## src/rtl/mips_bus_arbiter.sv

```systemverilog
// Two-master, one-slave bus arbiter for a MIPS-style memory bus.
// Requests are arbitrated in IDLE (round-robin on ties), the winner owns the
// slave in OWN, and reads return through a single-cycle RESP state.
module mips_bus_arbiter #(
  parameter int DATA_W = 32
) (
  input  logic                  clk,
  input  logic                  reset,
  input  logic [31:0]           m0_address,
  input  logic                  m0_read,
  input  logic                  m0_write,
  input  logic [DATA_W-1:0]     m0_writedata,
  input  logic [DATA_W/8-1:0]   m0_byteenable,
  output logic                  m0_waitrequest,
  output logic [DATA_W-1:0]     m0_readdata,
  output logic                  m0_readdatavalid,
  input  logic [31:0]           m1_address,
  input  logic                  m1_read,
  input  logic                  m1_write,
  input  logic [DATA_W-1:0]     m1_writedata,
  input  logic [DATA_W/8-1:0]   m1_byteenable,
  output logic                  m1_waitrequest,
  output logic [DATA_W-1:0]     m1_readdata,
  output logic                  m1_readdatavalid,
  output logic [31:0]           s_address,
  output logic                  s_read,
  output logic                  s_write,
  output logic [DATA_W-1:0]     s_writedata,
  output logic [DATA_W/8-1:0]   s_byteenable,
  input  logic                  s_waitrequest,
  input  logic [DATA_W-1:0]     s_readdata
);

  typedef enum logic [1:0] {
    IDLE = 2'd0,
    OWN  = 2'd1,
    RESP = 2'd2
  } state_t;

  state_t state, state_nxt;
  logic   g, g_nxt;
  logic   lw, lw_nxt;

  logic req0, req1;
  logic rd_g, wr_g, req_g;

  assign req0  = m0_read | m0_write;
  assign req1  = m1_read | m1_write;
  assign rd_g  = g ? m1_read  : m0_read;
  assign wr_g  = g ? m1_write : m0_write;
  assign req_g = rd_g | wr_g;

  // Read data fans out unqualified; only readdatavalid marks it as meaningful.
  assign m0_readdata = s_readdata;
  assign m1_readdata = s_readdata;

  // State, grant and last-winner registers; lw=1 after reset so m0 wins the first tie.
  always_ff @(posedge clk) begin
    if (reset) begin
      state <= IDLE;
      g     <= 1'b0;
      lw    <= 1'b1;
    end else begin
      state <= state_nxt;
      g     <= g_nxt;
      lw    <= lw_nxt;
    end
  end

  // Next-state logic: arbitrate in IDLE, complete or hold in OWN, retire reads in RESP.
  always_comb begin
    state_nxt = state;
    g_nxt     = g;
    lw_nxt    = lw;
    unique case (state)
      IDLE: begin
        if (req0 && req1) begin
          g_nxt     = ~lw;
          state_nxt = OWN;
        end else if (req0) begin
          g_nxt     = 1'b0;
          state_nxt = OWN;
        end else if (req1) begin
          g_nxt     = 1'b1;
          state_nxt = OWN;
        end
      end
      OWN: begin
        // A master that withdraws its request forfeits the slot without
        // being credited as the last winner.
        if (!req_g) begin
          state_nxt = IDLE;
        end else if (!s_waitrequest) begin
          if (wr_g) begin
            lw_nxt    = g;
            state_nxt = IDLE;
          end else begin
            state_nxt = RESP;
          end
        end
      end
      RESP: begin
        lw_nxt    = g;
        state_nxt = IDLE;
      end
      default: state_nxt = IDLE;
    endcase
  end

  // Output mux: slave bus follows the granted master only in OWN; reset
  // forces the idle view so an aborted read never signals valid data.
  always_comb begin
    s_address        = '0;
    s_read           = 1'b0;
    s_write          = 1'b0;
    s_writedata      = '0;
    s_byteenable     = '0;
    m0_waitrequest   = req0;
    m1_waitrequest   = req1;
    m0_readdatavalid = 1'b0;
    m1_readdatavalid = 1'b0;
    if (!reset && state == OWN) begin
      s_address    = g ? m1_address    : m0_address;
      s_writedata  = g ? m1_writedata  : m0_writedata;
      s_byteenable = g ? m1_byteenable : m0_byteenable;
      s_write      = wr_g;
      s_read       = rd_g & ~wr_g;
      if (g) m1_waitrequest = req1 & s_waitrequest;
      else   m0_waitrequest = req0 & s_waitrequest;
    end else if (!reset && state == RESP) begin
      if (g) m1_readdatavalid = 1'b1;
      else   m0_readdatavalid = 1'b1;
    end
  end

endmodule

```

## config.mk

```make
export PLATFORM = sky130hd
export DESIGN_NAME = mips_bus_arbiter
export DESIGN_NICKNAME = d
export VERILOG_FILES = /design/src/rtl/mips_bus_arbiter.sv
export SDC_FILE = /design/constraint.sdc
export NUM_CORES = 1
export LEC_CHECK = 0
export BUFFER_PORTS_ARGS = -buffer_cell sky130_fd_sc_hd__buf_4
export CORE_AREA = 2 2 123 125
export CTS_BUF_LIST = sky130_fd_sc_hd__clkbuf_16
export DETAILED_ROUTE_END_ITERATION = 8
export DIE_AREA = 0 0 125 127
export GPL_TIMING_DRIVEN = 1
export HOLD_SLACK_MARGIN = 0.05
export PLACE_DENSITY = 0.4
export SLEW_MARGIN = 25
export SYNTH_ARGS = -nofsm -noshare
export SYNTH_HDL_FRONTEND = slang
export SYNTH_SLANG_ARGS = --single-unit
```

## constraint.sdc

```tcl
create_clock -name clk -period 3.6 [get_ports clk]
set_input_delay 0.72 -clock clk [delete_from_list [all_inputs] [get_ports clk]]
set_output_delay 0.72 -clock clk [all_outputs]
set_load 0.01 [all_outputs]
```

# Word level (Yosys, flattened, before mapping)
# Cells that the tools add are included.
[totals] out_inout_bits=138 input_bits=175 elab_cells=62 regBits=4
[op_classes] n_reduce_logical=10 eq_ne=7 n_mux=34 bitwise=8
[op_table] op="$mux 32" n=4
[op_table] op="$mux 1" n=20
[op_table] op="$mux 2" n=6
[op_table] op="$mux 4" n=2
[op_table] op="$ne 2x2->1 const B" n=3
[op_table] op="$ne 4x4->1 const B" n=1
[op_table] op="$pmux 2 s2" n=1
[op_table] op="$reduce_and 2->1" n=2
[op_table] op="$reduce_and 4->1" n=1
[op_table] op="$and 1x1->1" n=3
[op_table] op="$logic_and 1x1->1" n=3
[op_table] op="$ne 3x3->1 const B" n=1
[op_table] op="$or 1x1->1" n=3
[op_table] op="$reduce_bool 3->1" n=1
[op_table] op="$eq 2x1->1 const B" n=1
[op_table] op="$eq 2x2->1 const B" n=1
[op_table] op="$logic_not 2->1" n=1
[op_table] op="$not 1->1" n=2
[op_table] op="$pmux 1 s2" n=1
[op_table] op="$reduce_bool 2->1" n=1
[op_table] op="$logic_not 1->1" n=1

# Depth between registers and ports, before layout
# Gate-level depths: netlist of the first run.
[logic_depth] depth_word=5 depth_mapped=5 depth_no_buf=3

# Least setup slack after synthesis of the first run
# No wires, ideal clock.
[synth_timing] path_kind="input port to output port" from="in reset" to="out s_address[0]" arrival_ns=1.644 setup_slack_ns=1.236 cell_stages=4 n_path_buf=2 cell_sequence="or3b_1 > clkbuf_1 > clkbuf_1 > nor2_1"
[synth_between] elab_chain_len=3
[synth_lines] item="start, declared" line="8" rtl="input logic reset,"
[synth_lines] item="$logic_not 1->1" line="122" rtl="if (!reset && state == OWN) begin"
[synth_lines] item="$logic_and 1x1->1" line="122"
[synth_lines] item="$mux 32" line="122"
[synth_lines] item="end, declared" line="25" rtl="output logic [31:0] s_address,"
# Every way passes these cells.

# Final worst setup path of the first run
[layout_timing] from="in reset" to="out s_writedata[1]"
[layout_between] elab_chain_len=3
[layout_lines] item="$logic_not 1->1" line="122"
[layout_lines] item="$logic_and 1x1->1" line="122"
[layout_lines] item="$mux 32" line="122"
[layout_lines] item="end, declared" line="28" rtl="output logic [DATA_W-1:0] s_writedata,"
# Every way passes these cells.

==> results of run 1 <==
[state kept, by name (all words and copies together), names as in the netlist]
register,cells
state,2
g,1
lw,1
[placed cells by master (no fill, tap or decap), types with 2 or more instances in the layout]
cell type | netlist | final
a21oi_1 | 3 | 3
nor3_1 | 4 | 4
mux2i_1 | 69 | 69
nor2_1 | 76 | 76
inv_1 | 2 | 3
buf_4 | 65 | 216
or4b_1 | 2 | 2
clkbuf_16 | 0 | 3
dfxtp_1 | 4 | 3
buf_12 | 0 | 2
[through the flow]
| step | area (um^2) | setup WS [ns] | power [mW] | utilization | std cells |
|---|---|---|---|---|---|
| finish | 3180 | 0.775 | 0.574 | 0.221 | 577 |
| global route | 3180 | 0.669 | 0.612 | 0.221 | 577 |
| CTS | 3180 | 0.745 | 0.585 | 0.221 | 577 |
| floorplan | 1760 | 1.24 | 0.270 | - | 252 |
| global placement | 3100 | 0.780 | 0.403 | 0.215 | 573 |
| detailed placement | 3100 | 0.750 | 0.405 | 0.215 | 573 |
[final cells by class]
type	instances	share of cell area
Clock buffer	3	0.0236
Timing Repair Buffer	218	0.522
Inverter	2	0.00236
Clock inverter	1	0.00118
Tap cell	184	0.0724
Multi-Input combinational cell	165	0.352
Sequential cell	4	0.0264
[power by group]
part / internal, mW / switching (mW) / leakage (nW)
registers: 0.0474 / 0.0142 / 0.0336
logic: 0.207 / 0.131 / 1.44
clock network: 0.143 / 0.0319 / 0.0423
total: 0.398 / 0.177 / 1.51
[routing by layer]
layer  part of all wire  vias to the layer above
li1                   -                     1054
met1               0.35                      948
met2               0.54                      136
met3              0.089                       23
met4              0.030                        0
met5                  0                        -
[kinds of logic (layout without fill, tap and decap cells)]
| logic type | Yosys count | in the layout |
|---|---|---|
| AND/OR/NAND/NOR | 86 | 86 |
| flip-flops | 4 | 4 |
| multiplexers | 69 | 69 |
| AO/OA/AOI/OAI | 10 | 10 |
| buffers and inverters | 83 | 224 |
[worst min-delay path by stage]
| stage | endpoint | from | slack (ns) | cells past startpoint |
|---|---|---|---|---|
| CTS | lw$_SDFFE_PP1P_ | lw$_SDFFE_PP1P_ | 0.50 | 1 |
| finish | lw$_SDFFE_PP1P_ | lw$_SDFFE_PP1P_ | 0.50 | 1 |
| global placement | lw$_SDFFE_PP1P_ | lw$_SDFFE_PP1P_ | 0.50 | 1 |
| detailed placement | lw$_SDFFE_PP1P_ | lw$_SDFFE_PP1P_ | 0.49 | 1 |
| global route | lw$_SDFFE_PP1P_ | lw$_SDFFE_PP1P_ | 0.52 | 1 |
| floorplan | lw$_SDFFE_PP1P_ | lw$_SDFFE_PP1P_ | 0.46 | 1 |
[worst max-delay path, stage by stage]
cell and delay [ns]:
buf_4 0.14, or3b_2 0.67, buf_12 0.27, nor2_1 0.14, buf_4 0.13
==> run summary, run 1 <==
CTS tree -> built
Fill cells -> 1612
# setup viols final -> 0
Post-cts resize count -> 0
GR Overflow Total -> 0
Boundary Pins -> 313
Worst vdd ir -> 117 uV
EDFF count, synth -> 0
Via count -> 2161
Top post-synthesis cells by count -> nor2_1 (76), mux2i_1 (69), buf_4 (65), clkbuf_1 (11), buf_2 (5)
Leakage -> 1.51 nW
GR peak layer -> met2
Synth top area share -> 0.392
CP Launch Type -> input port
Reg2Reg Capture Point -> lw$_SDFFE_PP1P_
Storage element area -> 83.8 um^2
R2r setup slk -> 1.76 ns
GR met2 Demand/Resource -> 0.172
GRT Total Usage -> 0.0892
Critical Path RT -> 2.88 ns
Status -> complete, no violations
Top cells by area, synth -> mux2i_1 (39%), buf_4 (28%), nor2_1 (16%)
Max FO, Critical Path -> 56
Vias in the first global route -> 2180
Cell Area, Synth -> 1760 um^2
Final WL -> 7.80 mm
Diodes inserted -> 0
WS Path Type -> input port to output port
WHS -> 0.504 ns
Largest family of logic cells by synthesized area -> multiplexers
Flop and latch count out of synthesis -> 4
Adder-Cell Fraction of Synth Area -> 0
Slew Limit Fails -> 0
Routed len/inst -> 13.5 um
Setup crit end -> s_writedata[1]
Clock-pin slew on the worst setup and hold paths -> 0.03 ns
Area of the multi-input gates -> 1120 um^2
Tmin final -> 2.82 ns
Layout cell share with drive strength beyond 1 -> 0.567
Seq/Total Area, Yosys -> 0.0455
Cts hold-fix bufs -> 0
Die height -> 127 um
Relative slew margins -> 0.632
Most frequent cell after synthesis -> nor2_1
RR Startpoint -> g$_SDFFE_PP0P_
CTS root buf -> clkbuf_16
Period utilization -> 0.785
Mean number of vias per cell -> 3.75
Nets -> 569
Clk_skew -> 0.00210 ns
Final Hold Viols -> 0
Multiplexer area fraction after synthesis -> 0.392
Synthesized Nets -> 427
Synth-to-layout area growth -> 80.7%
DR DRC count -> 0
DP HPWL -> 6.56 mm
FP Rows -> 44
Worst-Margin Slew -> 0.552 ns
Largest net degree at the start of global routing -> 57
Die area -> 15900 um^2
Clk sinks -> 4
Met1 GRT Util -> 0.0926
Gpl congestion -> 0.789
M3 GR Usage -> 0.0218
Fraction of registers with async set/reset -> 0
Synth Flop Type -> dfxtp_1
Hold crit path type -> flop to flop
Crit path from -> reset
Netlist cell types -> 21
Post-CTS Setup Bufs -> 0
RSZ-0062 raised after global routing -> false
Worst-Skew Late Latency -> 0.22 ns
Core Box Area -> 14400 um^2
Port buffer count -> 216
Mean Syn Cell Area -> 6.99 um^2
Initial drt markers -> 95
Max_cap viols -> 0
Crit. End Element -> output port
Mapped Cells -> 252
Final total negative setup slack -> 0 ns
Post-synth top area cell -> mux2i_1
Fmax -> 354 MHz
Synth warnings -> 0
Initial antenna violation count -> 0
Pre-antenna DRT Iters -> 4
Die Width -> 125 um
Initial Util -> 0.122
Clock buffer depth -> 2
H-tree depth -> 1
Compound-Gate Fraction of Synth Area -> 0.0391
Final ANT Viol Nets -> 0
Post-synthesis xor/xnor area fraction -> 0
P per Cell Area -> 181 nW/um^2
Area share of and/or/nand/nor cells after synthesis -> 0.204
First-pass GRT wire length -> 11.5 mm
R2R cell count -> 3
Worst path arrival time -> 2.10 ns
Total CTS buffers -> 3
(Power assumes the default switching activity.)
==> run 2: changes to the inputs <==
Settings changed: CORE_AREA 2 2 123 125 to 2 2 120 122, DIE_AREA 0 0 125 127 to 0 0 122 124, PLACE_DENSITY 0.4 to 0.42.
Clock period 3.6 ns to 2.92 ns, I/O delays scaled along.
==> run 2 against run 1 <==
Against the previous run: via count is 0.37% lower; sequential share of layout area is essentially flat; count of clock-buffer cells in the layout is the same; first-iteration DRC count down 20%; register-to-register slack lost 0.65 ns; utilization grew 1.1 points; power increased by 23%.
==> run summary, run 2 (synthesized netlist as in run 1, its figures left out) <==
Post-CTS Setup Bufs -> 0
Dpl ws -> 0.516 ns
Nets -> 571
Core Box Area -> 13700 um^2
Flip-flop count of the largest register after layout -> 2
Period utilization -> 0.824
Fin cells -> 575
Clk_skew -> 0.00218 ns
Boundary Pins -> 313
Fill cells -> 1519
Routed len/inst -> 12.6 um
Status -> complete, no violations
Storage element area -> 83.8 um^2
Hold crit path type -> flop to flop
Layout cell share with drive strength beyond 1 -> 0.570
WS Path Type -> input port to output port
Number of instances in the placed design -> 571
First-pass GRT wire length -> 10.1 mm
Post-cts resize count -> 0
Die Width -> 122 um
Largest net degree at the start of global routing -> 38
Total CTS buffers -> 3
Clk sinks -> 4
CTS root buf -> clkbuf_16
Hold Path Depth -> 1
Final Core Density -> 0.232
Slew Limit Fails -> 0
Most common cell after layout, fill and taps aside -> buf_4
Worst path arrival time -> 1.82 ns
Clock-pin slew on the worst setup and hold paths -> 0.03 ns
Reg2Reg Capture Point -> lw$_SDFFE_PP1P_
DP HPWL -> 6.10 mm
Biggest register -> state
Worst-Margin Slew -> 0.512 ns
Cts hold-fix bufs -> 0
Fmax -> 416 MHz
Crit. End Element -> output port
RSZ-0062 raised after global routing -> false
Worst-Skew Late Latency -> 0.23 ns
Pre-antenna DRT Iters -> 3
Worst path cell trace -> buf_4 > or3b_2 > buf_4 > nor2_1 > a21oi_1 > buf_4
Initial drt markers -> 76
R2r setup slk -> 1.11 ns
Die height -> 124 um
GRT Total Usage -> 0.0839
GR Overflow Total -> 0
Final total negative setup slack -> 0 ns
Initial antenna violation count -> 0
Port buffer count -> 216
Critical Path Slowest Stage Cell -> or3b_2
Most frequent cells in the layout -> buf_4 (219), nor2_1 (76), mux2i_1 (69)
Largest regs -> state: 2 flops, g: 1 flops, lw: 1 flops
Via count -> 2153
Finished layout cell area -> 3180 um^2
Max_cap viols -> 0
RR Startpoint -> g$_SDFFE_PP0P_
# setup viols final -> 0
Final Hold Viols -> 0
Gpl congestion -> 0.750
Mean number of vias per cell -> 3.74
CP Launch Type -> input port
Max FO, Critical Path -> 36
Final ANT Viol Nets -> 0
CTS tree -> built
Worst vdd ir -> 122 uV
Vias in the first global route -> 2115
Relative slew margins -> 0.659
Hold Startpoint -> lw$_SDFFE_PP1P_
Diodes inserted -> 0
Synth-to-layout area growth -> 80.5%
P per Cell Area -> 223 nW/um^2
Initial Util -> 0.128
Critical Path Max Stage Delay -> 0.45 ns
Area of the multi-input gates -> 1120 um^2
CP most frequent cell -> buf_4
DR DRC count -> 0
Tmin final -> 2.41 ns
Final setup margin -> 0.514 ns
FP Rows -> 43
Critical Path RT -> 2.34 ns
Die area -> 15100 um^2
WHS Endpoint -> lw$_SDFFE_PP1P_
H-tree depth -> 1
R2R cell count -> 3
Leakage -> 1.52 nW
Final WL -> 7.27 mm
Placed inst area -> 3100 um^2
Clock buffer depth -> 2
[run 2: changes by cell type in the layout (fill, tap and decap cells not counted), sizes merged]
cell	before	now
buf	218	220
[run 2: worst max-delay path by stage]
stage / from / to / cells past startpoint
finish: reset / m1_waitrequest / 6
global route: g$_SDFFE_PP0P_ / s_address[4] / 4
CTS: g$_SDFFE_PP0P_ / s_address[4] / 4
detailed placement: reset / m0_waitrequest / 6
global placement: reset / m0_waitrequest / 6
floorplan: reset / s_address[0] / 4
[run 2: power by group]
part           internal (mW)  switching, mW  leakage, nW
combinational          0.255          0.161         1.44
clock                  0.177         0.0403       0.0423
sequential            0.0585         0.0163       0.0336
[run 2: area by class of cell]
cell class	instances	area share
timing repair buffer	220	0.524
multi-input combinational	165	0.352
tap	180	0.0709
sequential	4	0.0264
clock buffer	3	0.0236
inverter	2	0.00236
clock inverter	1	0.00118
[run 2: layer usage]
layer,track usage,share of wire,vias to the layer above
met5,0,0,-
met3,0.0128,0.081,24
met4,0.0381,0.023,0
met1,0.0810,0.33,967
li1,-,-,1059
met2,0.172,0.57,103
[run 2: critical path, delay by kind of cell]
family	cells	cell delay [ns]
compound gates	1	0.08
buf+inv	3	0.57
simple gates	2	0.57
[run 2: metrics by stage]
stage,power (mW),hold slack [ns]
final,0.708,0.499
after global routing,0.757,0.542
after CTS,0.718,0.501
after detailed placement,0.496,0.491
after global placement,0.494,0.503
after floorplan,0.333,0.460
==> run 3: changes to the inputs <==
Clock period 2.92 ns to 2.46 ns, I/O delays scaled along.
==> run 3 against run 2 <==
Against the previous run: setup slack worse by 0.31 ns; sequential cell count unchanged; critical path depth down 1; cell count up 0.17%; largest power group unchanged; hold slack worse by 0.015 ns.
==> run summary, run 3 (synthesized netlist as in run 1, its figures left out) <==
Cts hold-fix bufs -> 0
Total CTS buffers -> 3
Die area -> 15100 um^2
Final Hold Viols -> 0
Relative slew margins -> 0.715
Post-cts resize count -> 0
Worst path cell trace -> or3b_2 > buf_4 > nor3_1 > nor2_1 > buf_4
Mean number of vias per cell -> 3.75
Largest net degree at the start of global routing -> 43
Final WL -> 7.37 mm
Max FO, Critical Path -> 42
Clock-pin slew on the worst setup and hold paths -> 0.03 ns
Vias in the first global route -> 2188
Initial drt markers -> 73
Clk sinks -> 4
Slew Limit Fails -> 0
Layout cell share with drive strength beyond 1 -> 0.571
Most common cell after layout, fill and taps aside -> buf_4
Biggest register -> state
H-tree depth -> 1
Die Width -> 122 um
Flip-flop count of the largest register after layout -> 2
Tmin final -> 2.26 ns
Routed len/inst -> 12.8 um
Final total negative setup slack -> 0 ns
Nets -> 572
CTS tree -> built
DP HPWL -> 6.24 mm
Final Power -> 0.840 mW
WS Path Type -> flop to output port
Final Core Density -> 0.232
Die height -> 124 um
CP Launch Type -> flop
P per Cell Area -> 264 nW/um^2
FP Rows -> 43
Fmax -> 442 MHz
Initial Util -> 0.128
Worst path arrival time -> 1.77 ns
RSZ-0062 raised after global routing -> false
Boundary Pins -> 313
DR DRC count -> 0
Initial antenna violation count -> 0
GRT Total Usage -> 0.0874
# setup viols final -> 0
Clk_skew -> 0.00366 ns
Core Box Area -> 13700 um^2
Critical Path RT -> 1.97 ns
Most frequent cells in the layout -> buf_4 (220), nor2_1 (76), mux2i_1 (69)
Worst-Skew Late Latency -> 0.22 ns
CTS root buf -> clkbuf_16
CP most frequent cell -> buf_4
Diodes inserted -> 0
Critical Path Slowest Stage Cell -> or3b_2
Status -> complete, no violations
Worst-Margin Slew -> 0.428 ns
Hold crit path type -> input port to flop
GR Overflow Total -> 0
Post-CTS Setup Bufs -> 0
Port buffer count -> 216
Number of instances in the placed design -> 572
First-pass GRT wire length -> 10.6 mm
Pre-antenna DRT Iters -> 3
Clock buffer depth -> 2
Period utilization -> 0.919
Critical Path Max Stage Delay -> 0.48 ns
Fin cells -> 576
Final ANT Viol Nets -> 0
Gpl congestion -> 0.754
Synth-to-layout area growth -> 81.0%
Via count -> 2161
Largest regs -> state: 2 flops, g: 1 flops, lw: 1 flops
Max_cap viols -> 0
Crit. End Element -> output port
Worst vdd ir -> 153 uV
Leakage -> 1.52 nW
## run 3: per-layer routing
layer	wire length (um)	part of all wire	track usage	vias to the layer above
li1	-	-	-	1063
met1	2500	0.34	0.0895	973
met2	4180	0.57	0.177	101
met3	522	0.071	0.0114	24
met4	164	0.022	0.0359	0
met5	0	0	0	-
## run 3: stage by stage
| step | setup WS (ns) | hold WS, ns | instance area, um^2 |
|---|---|---|---|
| floorplan | 0.552 | 0.460 | 1760 |
| detailed placement | 0.211 | 0.502 | 3110 |
| global placement | 0.202 | 0.502 | 3110 |
| finish | 0.199 | 0.483 | 3190 |
| CTS | 0.190 | 0.482 | 3190 |
| global route | 0.0406 | 0.495 | 3190 |
## run 3: cell type report
class | instances | area, um^2
Fill cell | 1541 | 10500
Multi-Input combinational cell | 165 | 1120
Inverter | 2 | 7.51
Sequential cell | 4 | 83.8
Clock inverter | 1 | 3.75
Timing Repair Buffer | 221 | 1670
Tap cell | 180 | 225
Clock buffer | 3 | 75.1
## run 3: power breakdown
part | internal, mW | total [mW] | switching (mW)
registers | 0.0695 | 0.0773 | 0.00779
logic | 0.304 | 0.507 | 0.204
clock network | 0.210 | 0.255 | 0.0455
total | 0.583 | 0.840 | 0.257
## run 3: final timing paths
check | slack [ns] | startpoint | end | cells past startpoint
worst max-delay path | 0.20 | state[0]$_SDFFE_PP0P_ | m0_waitrequest | 5
worst min-delay path | 0.48 | reset | g$_SDFFE_PP0P_ | 2
worst max register to register | 0.97 | g$_SDFFE_PP0P_ | lw$_SDFFE_PP1P_ | 3
worst min register to register | 0.51 | lw$_SDFFE_PP1P_ | lw$_SDFFE_PP1P_ | 1
## run 3: worst max-delay path, delay by kind of cell, from the launching register on
family / cells / cell delay, ns
DFF: 1 / 0.40
and+or+nand+nor: 3 / 0.72
buffers and inverters: 2 / 0.41
